**config.mk**
```make
export PLATFORM = sky130hd
export DESIGN_NAME = voice_op_sequencer
export DESIGN_NICKNAME = d
export VERILOG_FILES = /design/src/rtl/synth_pkg.sv /design/src/rtl/reg_write_fifo.sv /design/src/rtl/voice_op_sequencer.sv
export SDC_FILE = /design/constraint.sdc
export NUM_CORES = 1
export LEC_CHECK = 0
export ABC_CLOCK_PERIOD_IN_PS = 4400
export CAP_MARGIN = 10
export CORE_MARGIN = 3
export CORE_UTILIZATION = 25
export CTS_BUF_LIST = sky130_fd_sc_hd__clkbuf_16
export DETAILED_ROUTE_END_ITERATION = 6
export HOLD_SLACK_MARGIN = 0.06
export PLACE_DENSITY_LB_ADDON = 0.08
export SYNTH_ARGS = -nofsm -noshare
export SYNTH_HDL_FRONTEND = slang
export SYNTH_HIERARCHICAL = 1
export SYNTH_SLANG_ARGS = --single-unit
```
**constraint.sdc**
```tcl
create_clock -name i_Clock -period 4.4 [get_ports i_Clock]
set_clock_uncertainty 0.2 [all_clocks]
set_input_delay 1.1 -clock i_Clock [delete_from_list [all_inputs] [get_ports i_Clock]]
set_output_delay 1.1 -clock i_Clock [all_outputs]
set_load 0.005 [all_outputs]
```
**src/rtl/synth_pkg.sv**
```systemverilog
// Shared types for the synth voice/operator sequencer: slot id, register-write
// scope encoding, the queued write record and the host address-field layout.
package synth_pkg;

  // Host register number layout: {scope[1:0], param[5:0], index[7:0]}
  localparam int REG_NUM_W = 16;
  localparam int SCOPE_HI  = 15;
  localparam int SCOPE_LO  = 14;
  localparam int PARAM_HI  = 13;
  localparam int PARAM_LO  = 8;
  localparam int INDEX_HI  = 7;
  localparam int INDEX_LO  = 0;

  // Widest slot id (32 voices x 8 operators)
  localparam int MAX_SLOT_W = 8;

  typedef logic [MAX_SLOT_W-1:0] VoiceOperatorID_t;

  typedef enum logic [1:0] {
    SCOPE_RESERVED = 2'b00,
    SCOPE_GLOBAL   = 2'b01,
    SCOPE_VOICE    = 2'b10,
    SCOPE_VOICE_OP = 2'b11
  } RegScope_t;

  typedef struct packed {
    RegScope_t   scope;
    logic [5:0]  param;
    logic [7:0]  index;
    logic [7:0]  data;
  } RegWrite_t;

  // Split a host register number and value into a queued write record
  function automatic RegWrite_t unpack_write(input logic [REG_NUM_W-1:0] num,
                                             input logic [7:0] val);
    RegWrite_t w;
    w.scope = RegScope_t'(num[SCOPE_HI:SCOPE_LO]);
    w.param = num[PARAM_HI:PARAM_LO];
    w.index = num[INDEX_HI:INDEX_LO];
    w.data  = val;
    return w;
  endfunction

endpackage

```
**src/rtl/reg_write_fifo.sv**
```systemverilog
// Synchronous FIFO of RegWrite_t records. Head is visible combinationally
// so the issue logic can inspect and pop it in the same cycle.
module reg_write_fifo
  import synth_pkg::*;
#(
  parameter int DEPTH = 8
) (
  input  logic      i_Clock,
  input  logic      i_Reset_n,
  input  logic      i_Push,
  input  RegWrite_t i_Data,
  input  logic      i_Pop,
  output RegWrite_t o_Head,
  output logic      o_Full,
  output logic      o_Empty
);

  localparam int AW = $clog2(DEPTH);

  RegWrite_t       r_Mem [DEPTH];
  logic [AW-1:0]   r_Wr;
  logic [AW-1:0]   r_Rd;
  logic [AW:0]     r_Count;
  logic            w_DoPush;
  logic            w_DoPop;

  assign o_Full   = (r_Count == (AW+1)'(DEPTH));
  assign o_Empty  = (r_Count == '0);
  assign w_DoPush = i_Push && !o_Full;
  assign w_DoPop  = i_Pop && !o_Empty;
  assign o_Head   = r_Mem[r_Rd];

  // Storage array; contents are don't-care until written, so no reset
  always_ff @(posedge i_Clock) begin
    if (w_DoPush) r_Mem[r_Wr] <= i_Data;
  end

  // Pointers and occupancy; reset flushes everything in flight
  always_ff @(posedge i_Clock or negedge i_Reset_n) begin
    if (!i_Reset_n) begin
      r_Wr    <= '0;
      r_Rd    <= '0;
      r_Count <= '0;
    end else begin
      if (w_DoPush) r_Wr <= r_Wr + 1'b1;
      if (w_DoPop)  r_Rd <= r_Rd + 1'b1;
      case ({w_DoPush, w_DoPop})
        2'b10:   r_Count <= r_Count + 1'b1;
        2'b01:   r_Count <= r_Count - 1'b1;
        default: r_Count <= r_Count;
      endcase
    end
  end

endmodule

```
**src/rtl/voice_op_sequencer.sv**
```systemverilog
// Voice-operator slot sequencer with frame markers and an in-order register
// write issue path. Build macro SYNTH_WRITE_HAZARD_EN enables holding
// voice-op writes whose target slot is still inside the pipeline.
module voice_op_sequencer
  import synth_pkg::*;
#(
  parameter int NUM_VOICES     = 32,
  parameter int NUM_OPERATORS  = 8,
  parameter int PIPELINE_DEPTH = 4,
  parameter int FIFO_DEPTH     = 8,
  localparam int N             = NUM_VOICES * NUM_OPERATORS,
  localparam int SLOT_W        = $clog2(N)
) (
  input  logic                 i_Clock,
  input  logic                 i_Reset_n,
  input  logic                 i_RegisterWriteEnable,
  output logic                 o_RegisterWriteReady,
  input  logic [REG_NUM_W-1:0] i_RegisterWriteNumber,
  input  logic [7:0]           i_RegisterWriteValue,
  output logic [SLOT_W-1:0]    o_VoiceOperator,
  output logic                 o_FrameStart,
  output logic                 o_FrameEnd,
  output logic                 o_CfgWriteEnable,
  output logic [1:0]           o_CfgWriteScope,
  output logic [5:0]           o_CfgWriteParam,
  output logic [7:0]           o_CfgWriteIndex,
  output logic [7:0]           o_CfgWriteData,
  output logic                 o_WriteError
);

  // Elaboration-time parameter sanity
  if (NUM_VOICES < 2 || NUM_VOICES > 32 || (NUM_VOICES & (NUM_VOICES-1)) != 0) begin : g_bad_voices
    $error("NUM_VOICES must be a power of two in 2..32");
  end
  if (NUM_OPERATORS < 2 || NUM_OPERATORS > 8 || (NUM_OPERATORS & (NUM_OPERATORS-1)) != 0) begin : g_bad_ops
    $error("NUM_OPERATORS must be a power of two in 2..8");
  end
  if (PIPELINE_DEPTH < 1 || PIPELINE_DEPTH > N-1) begin : g_bad_depth
    $error("PIPELINE_DEPTH must be in 1..N-1");
  end
  if (FIFO_DEPTH < 2 || (FIFO_DEPTH & (FIFO_DEPTH-1)) != 0) begin : g_bad_fifo
    $error("FIFO_DEPTH must be a power of two >= 2");
  end

  logic [SLOT_W-1:0] r_Slot;
  logic              r_Running;
  RegWrite_t         w_In;
  RegWrite_t         w_Head;
  logic              w_Full;
  logic              w_Empty;
  logic              w_Hold;
  logic              w_Pop;

  // Slot counter: idle at 0 in reset, arm on the first edge, then free-run.
  // N is a power of two, so natural SLOT_W-bit wrap gives the modulo.
  always_ff @(posedge i_Clock or negedge i_Reset_n) begin
    if (!i_Reset_n) begin
      r_Slot    <= '0;
      r_Running <= 1'b0;
    end else if (!r_Running) begin
      r_Running <= 1'b1;
    end else begin
      r_Slot <= r_Slot + 1'b1;
    end
  end

  assign o_VoiceOperator = r_Slot;
  assign o_FrameStart    = r_Running && (r_Slot == '0);
  assign o_FrameEnd      = r_Running && (r_Slot == SLOT_W'(N-1));

  assign w_In                 = unpack_write(i_RegisterWriteNumber, i_RegisterWriteValue);
  assign o_RegisterWriteReady = !w_Full;

  reg_write_fifo #(.DEPTH(FIFO_DEPTH)) u_fifo (
    .i_Clock   (i_Clock),
    .i_Reset_n (i_Reset_n),
    .i_Push    (i_RegisterWriteEnable),
    .i_Data    (w_In),
    .i_Pop     (w_Pop),
    .o_Head    (w_Head),
    .o_Full    (w_Full),
    .o_Empty   (w_Empty)
  );

`ifdef SYNTH_WRITE_HAZARD_EN
  logic [SLOT_W-1:0] w_Dist;

  // Hold a voice-op write whose slot is within the next PIPELINE_DEPTH
  // positions ahead of the counter (i.e. still being computed downstream)
  always_comb begin
    w_Dist = w_Head.index[SLOT_W-1:0] - r_Slot;
    w_Hold = (w_Head.scope == SCOPE_VOICE_OP) && (w_Dist < SLOT_W'(PIPELINE_DEPTH));
  end
`else
  assign w_Hold = 1'b0;
`endif

  assign w_Pop = !w_Empty && !w_Hold;

  // Issue register: one strobe per popped entry, reserved scope flagged
  // as an error; cfg fields hold their last issued values otherwise
  always_ff @(posedge i_Clock or negedge i_Reset_n) begin
    if (!i_Reset_n) begin
      o_CfgWriteEnable <= 1'b0;
      o_CfgWriteScope  <= '0;
      o_CfgWriteParam  <= '0;
      o_CfgWriteIndex  <= '0;
      o_CfgWriteData   <= '0;
      o_WriteError     <= 1'b0;
    end else begin
      o_CfgWriteEnable <= 1'b0;
      o_WriteError     <= 1'b0;
      if (w_Pop) begin
        if (w_Head.scope == SCOPE_RESERVED) begin
          o_WriteError <= 1'b1;
        end else begin
          o_CfgWriteEnable <= 1'b1;
          o_CfgWriteScope  <= w_Head.scope;
          o_CfgWriteParam  <= w_Head.param;
          o_CfgWriteIndex  <= w_Head.index;
          o_CfgWriteData   <= w_Head.data;
        end
      end
    end
  end

endmodule

```
==> impl_metrics.sql <==
INSERT INTO impl_metrics (metric_group, metric, value, unit) VALUES
('floorplan', 'fp.dieH', '199', 'um'),
('floorplan', 'boundaryPins', '64', ''),
('worst_setup_path', 'cp-start-kind', 'flop', ''),
('power_and_ir_drop', 'worst_ir_drop_vdd', '0.279', 'mV'),
('power_and_ir_drop', 'power.density_cell_area', '697', 'nW/um^2'),
('synth', 'yosys_warnings', '6', ''),
('power_and_ir_drop', 'power.share.switching', '0.297', ''),
('synth', 'ys_seq_area_frac', '0.742', ''),
('place', 'numPlacedInstances', '961', ''),
('synth', 'postSynthCellCount', '440', ''),
('routing', 'routed_antenna_nets', '0', ''),
('routing', 'router_iterations_before_antenna_repair', '4', ''),
('synth', 'synth_seq_cells', '237', ''),
('clocking', 'post_cts.resized_instances', '0', ''),
('global_routing', 'grt_first_pass_wirelength', '31300', 'um'),
('routing', 'postRouteWirelength', '20700', 'um'),
('timing', 'timing.max_slew.rel_slack', '0.573', ''),
('clocking', 'max-clock-path-buffers', '3', ''),
('layout', 'n_antenna_cell', '0', ''),
('run_status', 'run_status', 'complete, no violations', ''),
('synth', 'synthesis.area', '9290', 'sq um'),
('routing', 'route.detailed.wl_per_inst', '20.4', 'um'),
('worst_setup_path', 'timing.critical_path.from', 'o_VoiceOperator[3]$_DFFE_PN0P_', ''),
('worst_setup_path', 'worst_path_max_delay_cell', 'or4_1', ''),
('synth', 'synth_edf_count', '192', ''),
('worst_setup_path', 'critPathTopFamily', 'simple AND/OR/NAND/NOR gates', ''),
('synth', 'synth_top_flop_cell', 'edfxtp_1', ''),
('clocking', 'clk_root_buffer_cell', 'clkbuf_16', ''),
('place', 'place.detailed.hpwl', '11800', 'um'),
('worst_setup_path', 'worstSetupEndpointType', 'output port', ''),
('synth', 'synth-async-reset-ratio', '0.190', ''),
('global_routing', 'grt_usage', '0.106', ''),
('timing', 'maxSlewViolCount', '0', ''),
('layout', 'flow.area_growth_from_synthesis', '22.3', '%'),
('synth', 'synth.avg_cell_area', '21.1', 'sq um'),
('worst_setup_path', 'setup.worst_path.class', 'flop to output port', ''),
('worst_setup_path', 'critical_path.max_fanout', '6', ''),
('power_and_ir_drop', 'switching_power', '2.35', 'mW'),
('synth', 'postSynthNetCount', '475', ''),
('worst_setup_path', 'worst-endpoint-arrival', '2230', 'ps'),
('layout', 'filler_instances', '3474', ''),
('timing', 'final_cycle_share', '0.802', ''),
('worst_setup_path', 'crit_buf_inv', '1', ''),
('global_routing', 'grt.overflow.total', '0', ''),
('timing', 'final.setup.tns', '0', 'ps'),
('routing', 'viasPerCell', '4.35', ''),
('routing', 'detail_route.drc_violations', '0', ''),
('power_and_ir_drop', 'static-leakage-power', '3.83', 'nW'),
('global_routing', 'first_global_vias', '4775', ''),
('clocking', 'cts_post_setup_buffers_inserted', '0', ''),
('global_routing', 'initial_antenna_violation_count', '0', ''),
('global_routing', 'largest_net_degree_at_the_start_of_global_routing', '31', ''),
('hold_path', 'min-delay-start', 'o_CfgWriteData[7]$_DFFE_PN0P_', ''),
('clocking', 'clock_latency', '530', 'ps'),
('floorplan', 'dieArea', '39500', 'sq um'),
('floorplan', 'fp.coreArea', '36100', 'sq um'),
('synth', 'number_of_different_library_cells_in_the_post_synthesis_netlist', '41', ''),
('clocking', 'tritoncts_num_sinks', '237', ''),
('place', 'io_buffer_count', '63', ''),
('clocking', 'cts-buffers-inserted', '28', ''),
('timing', 'clock.fmax', '0.284', 'GHz'),
('clocking', 'cts.htree.levels', '1', ''),
('floorplan', 'num_rows', '69', ''),
('routing', 'detailed_route_via_count', '4398', ''),
('power_and_ir_drop', 'power.clock.fraction', '0.266', ''),
('power_and_ir_drop', 'p_comb_frac', '0.321', ''),
('timing', 'worst_pin_slew', '632', 'ps'),
('worst_setup_path', 'crit_path_max_incr_delay', '560', 'ps'),
('layout', 'finalNetCount', '565', ''),
('job', 'maxCapViolCount', '0', ''),
('floorplan', 'initial_core_util', '0.258', '');
routing by layer:
layer / vias up / track usage / share of wire
met5: - / 0 / 0
met4: 0 / 0.0260 / 0.023
met3: 34 / 0.0193 / 0.035
met2: 80 / 0.170 / 0.47
met1: 2337 / 0.151 / 0.48
li1: 1947 / - / -
sequential cells by signal, summed over array words and instances, names as in the netlist:
| register | count |
|---|---|
| o_CfgWriteScope | 2 |
| o_CfgWriteData | 8 |
| o_CfgWriteIndex | 8 |
| o_WriteError | 1 |
| u_fifo/r_Wr | 3 |
| o_CfgWriteParam | 6 |
| u_fifo/r_Count | 4 |
| r_Running | 1 |
| o_VoiceOperator | 8 |
| o_CfgWriteEnable | 1 |
| u_fifo/r_Mem | 192 |
| u_fifo/r_Rd | 3 |
cells in the mapped netlist (all sizes together), types with 4 or more instances:
cell | n | share of area
dfrtp | 45 | 0.12
buf | 13 | 0.012
xor2 | 4 | 0.0038
nor3 | 4 | 0.0022
mux4 | 48 | 0.12
nand2 | 11 | 0.0044
clkbuf | 5 | 0.0020
edfxtp | 192 | 0.62
inv | 11 | 0.0044
mux2 | 50 | 0.065
xnor2 | 9 | 0.0085
nor2 | 8 | 0.0032
ha | 7 | 0.0094
nand3 | 6 | 0.0032
final timing paths:
kind                                            endpoint  slack, ps  cells after the start
max                                         o_FrameStart        870                      3
min                        o_CfgWriteData[7]$_DFFE_PN0P_        290                      1
max reg2reg                u_fifo/r_Count[3]$_DFFE_PN0P_        990                      9
min reg2reg                o_CfgWriteData[7]$_DFFE_PN0P_        290                      1
max in group asynchronous     u_fifo/r_Rd[0]$_DFFE_PN0P_       2840                      2
min in group asynchronous     o_CfgWriteEnable$_DFF_PN0_        330                      1
power groups by stage:
| stage | clock network (mW) | registers, mW | logic [mW] |
|---|---|---|---|
| floorplan | 0 | 3.16 | 1.79 |
| global placement | 0 | 3.32 | 2.60 |
| detailed placement | 0 | 3.34 | 2.61 |
| CTS | 2.20 | 3.29 | 2.64 |
| global route | 2.29 | 3.35 | 2.79 |
| finish | 2.11 | 3.27 | 2.54 |
cell usage in the layout, fill, tap and decap left out, types with 2 or more instances in the layout:
| cell type | n |
|---|---|
| nand2_1 | 11 |
| mux2_4 | 10 |
| buf_4 | 14 |
| nand2b_1 | 2 |
| mux2_2 | 19 |
| inv_1 | 17 |
| nor3_1 | 2 |
| edfxtp_1 | 192 |
| nor3b_1 | 3 |
| nand3_1 | 6 |
| a21oi_1 | 2 |
| o21ai_0 | 2 |
| mux2_1 | 21 |
| clkinvlp_4 | 2 |
| dfrtp_1 | 43 |
| xor2_1 | 4 |
| mux4_2 | 48 |
| ha_1 | 7 |
| nor2_2 | 6 |
| nand4_1 | 2 |
| clkdlybuf4s50_1 | 62 |
| clkinv_2 | 5 |
| clkinv_1 | 9 |
| nor2_1 | 2 |
| nor3_2 | 2 |
| xnor2_1 | 9 |
| clkbuf_16 | 29 |
area by class of cell:
class / instances / area (sq um) / share of cell area
clock buffer: 29 / 726 / 0.0639
sequential: 237 / 6900 / 0.607
multi-input combinational: 173 / 2250 / 0.198
timing repair buffer: 78 / 751 / 0.0661
inverter: 12 / 45.0 / 0.00396
tap: 461 / 577 / 0.0508
clock inverter: 22 / 123 / 0.0108
logic make-up after synthesis:
family | count (synthesis) | share of synthesized area
AOI/OAI and AO/OA | 9 | 0.00781
other | 1 | 0.000404
xor gates and xnor gates | 13 | 0.0123
buffers and inverters | 30 | 0.0193
and+or+nand+nor | 43 | 0.0250
DFF | 237 | 0.742
muxes | 99 | 0.182
adders and majority gates | 8 | 0.0116
per-stage QoR:
step | utilization | worst slack [ps] | hold slack, ps | cell area [sq um] | total power, mW
final | 0.315 | 873 | 290 | 11400 | 7.92
after floorplan | - | 863 | 285 | 9290 | 4.95
after CTS | 0.315 | 826 | 294 | 11400 | 8.13
after detailed placement | 0.291 | 682 | 280 | 10500 | 5.95
after global placement | 0.291 | 703 | 272 | 10500 | 5.92
after global routing | 0.315 | 766 | 312 | 11400 | 8.42
Note: power is estimated with default switching activity, not from simulation.
